**config.mk**
```make
export PLATFORM = sky130hd
export DESIGN_NAME = cv32e40p_ldm_ctrl_flat
export DESIGN_NICKNAME = d
export VERILOG_FILES = /design/src/rtl/cv32e40p_ldm_ctrl_if.sv /design/src/rtl/cv32e40p_ldm_ctrl.sv /design/src/flat_wrapper.sv
export SDC_FILE = /design/constraint.sdc
export NUM_CORES = 1
export LEC_CHECK = 0
export CAP_MARGIN = 20
export CORE_UTILIZATION = 48
export CTS_BUF_LIST = sky130_fd_sc_hd__clkbuf_2 sky130_fd_sc_hd__clkbuf_4 sky130_fd_sc_hd__clkbuf_8
export DETAILED_ROUTE_END_ITERATION = 8
export GPL_TIMING_DRIVEN = 0
export PLACE_DENSITY = 0.84
export SYNTH_ARGS = -nofsm -noshare
export SYNTH_HDL_FRONTEND = slang
export SYNTH_SLANG_ARGS = --single-unit
export TNS_END_PERCENT = 1
```
**constraint.sdc**
```tcl
create_clock -name clk -period 1.6 [get_ports clk]
set_input_delay 0.24 -clock clk [delete_from_list [all_inputs] [get_ports clk]]
set_output_delay 0.24 -clock clk [all_outputs]
set_load 0.05 [all_outputs]
```
**src/rtl/cv32e40p_ldm_ctrl_if.sv**
```systemverilog
// Handshake bundle between the LDM controller, the core's retire/debug signals,
// the detector and the system alarm/irq logic.
interface cv32e40p_ldm_ctrl_if #(
   parameter int ALARM_THRESHOLD = 3
);
   localparam int W = $clog2(ALARM_THRESHOLD + 1);

   logic         enable_i;
   logic         instr_retire_i;
   logic         bb_end_i;
   logic         debug_mode_i;
   logic         det_alarm_i;
   logic         clr_req_i;
   logic         det_init_o;
   logic         det_decrement_o;
   logic         alarm_irq_o;
   logic         fatal_o;
   logic         clr_ack_o;
   logic [W-1:0] alarm_count_o;
   logic [2:0]   state_o;

   modport master (
      output enable_i, instr_retire_i, bb_end_i, debug_mode_i, det_alarm_i, clr_req_i,
      input  det_init_o, det_decrement_o, alarm_irq_o, fatal_o, clr_ack_o,
             alarm_count_o, state_o
   );

   modport slave (
      input  enable_i, instr_retire_i, bb_end_i, debug_mode_i, det_alarm_i, clr_req_i,
      output det_init_o, det_decrement_o, alarm_irq_o, fatal_o, clr_ack_o,
             alarm_count_o, state_o
   );
endinterface

```
**src/rtl/cv32e40p_ldm_ctrl.sv**
```systemverilog
// Sequencer and alarm manager for one cv32e40p_ldm_detector: drives its strobes,
// latches its alarms and escalates repeated alarms to a reset-only FATAL state.
module cv32e40p_ldm_ctrl #(
   parameter int ALARM_THRESHOLD = 3,
   parameter int ARM_CYCLES      = 2
) (
   input  logic                  clk,
   input  logic                  rst,
   cv32e40p_ldm_ctrl_if.slave    bus
);
   localparam int W = $clog2(ALARM_THRESHOLD + 1);
   localparam logic [3:0] ARM_LAST = 4'(ARM_CYCLES - 1);
   localparam logic [W:0] THRESH   = (W+1)'(ALARM_THRESHOLD);

   typedef enum logic [2:0] {
      S_DISABLED = 3'd0,
      S_ARMING   = 3'd1,
      S_MONITOR  = 3'd2,
      S_ALARM    = 3'd3,
      S_FATAL    = 3'd4
   } state_e;

   state_e       state_q, state_d;
   logic [3:0]   arm_cnt_q, arm_cnt_d;
   logic [W-1:0] count_q, count_d;
   logic         clr_ack_q, clr_ack_d;
   logic         irq_q, irq_d;
   logic         fatal_q, fatal_d;
   logic [W:0]   count_inc;

   assign count_inc = {1'b0, count_q} + 1'b1;

   // Outside active monitoring both strobes are held high so the detector keeps reloading.
   always_comb begin
      bus.det_init_o      = 1'b1;
      bus.det_decrement_o = 1'b1;
      if (!rst && state_q == S_MONITOR && !bus.debug_mode_i) begin
         bus.det_decrement_o = bus.instr_retire_i;
         bus.det_init_o      = bus.instr_retire_i & bus.bb_end_i;
      end
   end

   always_comb begin
      state_d   = state_q;
      arm_cnt_d = arm_cnt_q;
      count_d   = count_q;
      clr_ack_d = 1'b0;
      unique case (state_q)
         S_DISABLED: begin
            if (bus.enable_i) begin
               state_d   = S_ARMING;
               arm_cnt_d = '0;
            end
         end
         S_ARMING: begin
            arm_cnt_d = arm_cnt_q + 4'd1;
            if (!bus.enable_i)             state_d = S_DISABLED;
            else if (arm_cnt_q == ARM_LAST) state_d = S_MONITOR;
         end
         S_MONITOR: begin
            // The alarm outranks both debug suspension and disable in the same cycle.
            if (bus.det_alarm_i) begin
               count_d = (count_inc >= THRESH) ? THRESH[W-1:0] : count_inc[W-1:0];
               state_d = (count_inc >= THRESH) ? S_FATAL : S_ALARM;
            end else if (!bus.enable_i) begin
               state_d = S_DISABLED;
            end
         end
         S_ALARM: begin
            if (!bus.enable_i) begin
               state_d = S_DISABLED;
            end else if (bus.clr_req_i) begin
               state_d   = S_ARMING;
               arm_cnt_d = '0;
               clr_ack_d = 1'b1;
            end
         end
         S_FATAL: state_d = S_FATAL;
         default: state_d = S_DISABLED;
      endcase
      irq_d   = (state_d == S_ALARM);
      fatal_d = (state_d == S_FATAL);
   end

   always_ff @(posedge clk) begin
      if (rst) begin
         state_q   <= S_DISABLED;
         arm_cnt_q <= '0;
         count_q   <= '0;
         clr_ack_q <= 1'b0;
         irq_q     <= 1'b0;
         fatal_q   <= 1'b0;
      end else begin
         state_q   <= state_d;
         arm_cnt_q <= arm_cnt_d;
         count_q   <= count_d;
         clr_ack_q <= clr_ack_d;
         irq_q     <= irq_d;
         fatal_q   <= fatal_d;
      end
   end

   assign bus.alarm_irq_o   = irq_q;
   assign bus.fatal_o       = fatal_q;
   assign bus.clr_ack_o     = clr_ack_q;
   assign bus.alarm_count_o = count_q;
   assign bus.state_o       = state_q;
endmodule

```
**src/flat_wrapper.sv**
```systemverilog
// flat-port wrapper written by rule: the top's interface ports become plain ports
module cv32e40p_ldm_ctrl_flat 
#(
   parameter int ALARM_THRESHOLD = 3,
   parameter int ARM_CYCLES      = 2
)
  (clk, rst, bus_enable_i, bus_instr_retire_i, bus_bb_end_i, bus_debug_mode_i, bus_det_alarm_i, bus_clr_req_i, bus_det_init_o, bus_det_decrement_o, bus_alarm_irq_o, bus_fatal_o, bus_clr_ack_o, bus_alarm_count_o, bus_state_o);
  cv32e40p_ldm_ctrl_if #(.ALARM_THRESHOLD(ALARM_THRESHOLD)) bus_i ();
  input  logic clk;
  input  logic rst;
  input wire logic [$bits(bus_i.enable_i)-1:0] bus_enable_i;
  input wire logic [$bits(bus_i.instr_retire_i)-1:0] bus_instr_retire_i;
  input wire logic [$bits(bus_i.bb_end_i)-1:0] bus_bb_end_i;
  input wire logic [$bits(bus_i.debug_mode_i)-1:0] bus_debug_mode_i;
  input wire logic [$bits(bus_i.det_alarm_i)-1:0] bus_det_alarm_i;
  input wire logic [$bits(bus_i.clr_req_i)-1:0] bus_clr_req_i;
  output wire logic [$bits(bus_i.det_init_o)-1:0] bus_det_init_o;
  output wire logic [$bits(bus_i.det_decrement_o)-1:0] bus_det_decrement_o;
  output wire logic [$bits(bus_i.alarm_irq_o)-1:0] bus_alarm_irq_o;
  output wire logic [$bits(bus_i.fatal_o)-1:0] bus_fatal_o;
  output wire logic [$bits(bus_i.clr_ack_o)-1:0] bus_clr_ack_o;
  output wire logic [$bits(bus_i.alarm_count_o)-1:0] bus_alarm_count_o;
  output wire logic [$bits(bus_i.state_o)-1:0] bus_state_o;
  assign bus_i.enable_i = bus_enable_i;
  assign bus_i.instr_retire_i = bus_instr_retire_i;
  assign bus_i.bb_end_i = bus_bb_end_i;
  assign bus_i.debug_mode_i = bus_debug_mode_i;
  assign bus_i.det_alarm_i = bus_det_alarm_i;
  assign bus_i.clr_req_i = bus_clr_req_i;
  assign bus_det_init_o = bus_i.det_init_o;
  assign bus_det_decrement_o = bus_i.det_decrement_o;
  assign bus_alarm_irq_o = bus_i.alarm_irq_o;
  assign bus_fatal_o = bus_i.fatal_o;
  assign bus_clr_ack_o = bus_i.clr_ack_o;
  assign bus_alarm_count_o = bus_i.alarm_count_o;
  assign bus_state_o = bus_i.state_o;
  cv32e40p_ldm_ctrl #(.ALARM_THRESHOLD(ALARM_THRESHOLD), .ARM_CYCLES(ARM_CYCLES)) u_core (.clk(clk), .rst(rst), .bus(bus_i));
endmodule
```
==> results.cfg <==
[outcome]
status = finished with violations
violations = setup timing

[clock_tree]
clk_latency_ps = 270
htree_levels = 1
cts_made_buffers = 3
tritoncts = yes
cts_buffer_depth = 2
clockRootBuffer = clkbuf_4
clk_pin_slew_worst_paths_ps = 90
cts.sinks = 12

[timing]
hold_viol = 0
slew_headroom = 0.664
grt_setup_unrepaired = true
worstMarginPinSlew_ps = 503
fin_ws_ps = -126
setup_violations = 2
hold_ws_ps = 522
final.min_clock_period_ps = 1730
max_freq_mhz = 579
skew_ps = 14.2
finalMaxSlewViolations = 0
fin_crit_sh = 1.08

[logic_synthesis]
avgSynthCellArea_sq_um = 9.76
synth-main-ff-cell = dfxtp_1
synth-seq-cells = 12
synth_nets = 76
synth_area_sq_um = 644
yosysSeqAreaShare = 0.373
synth.distinct_cells = 31
synth_edf_count = 0
synth_area_leaders = dfxtp_1, a211oi_2, a21oi_1, ha_1, nor4bb_4
yosys.area.top_type = dfxtp_1
synth-async-reset-ratio = 0
netlist_instances = 66
synth_top_area_share = 0.373
yosysWarnings = 0

[grt]
grt_first_pass_wirelength_um = 2290
grt_max_degree = 11
track_usage = 0.222
grt_pass1_vias = 540
antenna_found_initial = 0
grt_overflow_total = 0

[pwr]
power_density_mw_per_mm2 = 667
power_mw = 0.621
switching_share = 0.260
combPwrFrac = 0.158
pwr-share-clk = 0.350
power_leakage_nw = 0.437
p_switching_mw = 0.161
vdd_ir_drop_max_uv = 673
p_int_mw = 0.460
power.share.sequential = 0.493

[die]
fp.dieW_um = 38.6
boundaryPins = 18
core-area_sq_mm = 0.00117
num_rows = 12
start_util = 0.550
die-area_sq_mm = 0.00149
fp.dieH_um = 38.6

[worst_setup_path]
path_class = reg -> out
max_stage_delay_ps = 420
critical-path-slowest-cell = or4_4
cp.arrival_ps = 1490
critPathMaxFanout = 3
startpoint_type = flip-flop
cp.required_ps = 1360
crit_chain = and2b_2 -> nand2_2 -> or4_4 -> buf_8
worstSetupEndpointType = primary output

[place]
hpwl_um = 957
port_buffers = 17
place.gp.congestion = 0.695

[drt]
drt_iter0_drc = 22
firstDrtPassIters = 5
antenna_left = 0
wl_per_cell_um = 14.0
wl_um = 1490
num_vias = 616
viasPerCell = 5.81
drc = 0

[finish]
multiInputGateArea_sq_um = 374
mostFrequentLayoutCells = dfxtp_1, clkdlybuf4s50_1, dlymetal6s2s_1, a21oi_1, buf_4
drive_gt1_frac = 0.283
area_delta_synth_final_pct = 44.7
seq_area_sq_um = 249
final_nets = 103
antenna_cells = 0
final_common_cell = dfxtp_1
fillers = 82

[flow_run]
drv_cap = 0

[hold_path]
hp-class = reg -> reg
-- logic make-up after synthesis --
kind of cell,count (synthesis),synth area share
AOI/OAI and AO/OA,17,0.208
DFF,12,0.373
and+or+nand+nor,29,0.320
adders and majority gates,2,0.0388
buffers and inverters,6,0.0602
-- sequential cells by signal, indices dropped and copies added (netlist names) --
signal / flops
u_core.bus.alarm_count_o: 2
u_core.bus.alarm_irq_o: 1
u_core.arm_cnt_q: 4
u_core.bus.fatal_o: 1
u_core.bus.clr_ack_o: 1
u_core.bus.state_o: 3
-- synth_stat cells, types with 2 or more instances --
library cell	count
a211oi_2	2
inv_1	4
nor2_1	4
and2b_1	2
nor3b_1	2
ha_1	2
nand2_1	4
nor2b_1	2
nand2b_1	3
dfxtp_1	12
nor3_1	3
a311oi_1	2
nand3_1	2
a21oi_1	5
-- metrics by stage --
| stage | worst slack, ps | instance area [sq um] | cells | util | setup TNS [ps] |
|---|---|---|---|---|---|
| 4_1_cts | -154 | 888 | 103 | 0.759 | -406 |
| 6_report | -126 | 932 | 106 | 0.796 | -240 |
| 5_1_grt | -173 | 932 | 106 | 0.796 | -327 |
| 3_3_place_gp | -650 | 843 | 97 | 0.720 | -1090 |
| 2_1_floorplan | 17.7 | 656 | 66 | - | 0 |
| 3_5_place_dp | -650 | 843 | 97 | 0.720 | -1110 |
-- power by group through the flow --
stage               Clock (mW)  Sequential [mW]  Combinational [mW]
CTS                      0.217            0.306              0.0934
global route             0.238            0.307               0.105
floorplan                    0            0.323              0.0473
global placement             0            0.315              0.0900
detailed placement           0            0.315              0.0927
finish                   0.217            0.306              0.0979
-- cell type report --
class	instances	share of cell area
timing repair buffer	22	0.239
sequential	12	0.267
clock buffer	4	0.0322
buffer	2	0.0255
inverter	4	0.0161
tap	14	0.0188
multi-input combinational	48	0.401
-- layer usage --
layer / share of wire / GRT usage / vias up / wire length, um
met3: 0.062 / 0.0405 / 8 / 93
met5: 0 / 0 / - / 0
met2: 0.45 / 0.358 / 32 / 669
li1: - / - / 299 / -
met4: 0.015 / 0.0776 / 0 / 23
met1: 0.47 / 0.293 / 277 / 701
-- critical path, delay by kind of cell (launching register included) --
family,cells,cell delay (ps)
buffers and inverters,1,170
flip-flops,1,350
AND/OR/NAND/NOR,3,690
-- path summary, 6_finish.rpt --
path,to,slack [ps],cells past startpoint,from
setup / recovery,bus_det_decrement_o,-130,4,u_core.bus.state_o[2]
setup reg to reg,u_core.bus.alarm_irq_o,210,4,u_core.bus.state_o[2]
hold / removal,u_core.bus.alarm_count_o[0],520,2,u_core.bus.alarm_count_o[0]
hold reg to reg,u_core.bus.alarm_count_o[0],520,2,u_core.bus.alarm_count_o[0]
-- what timing repair did --
action                                  4_1_cts  5_1_grt
endpoints found under the setup margin       10        6
resized for setup                            19        8
pin swaps                                     0        2
setup buffers                                 2        3
hold buffers                                  0        0
Note: power is estimated with default switching activity, not from simulation.
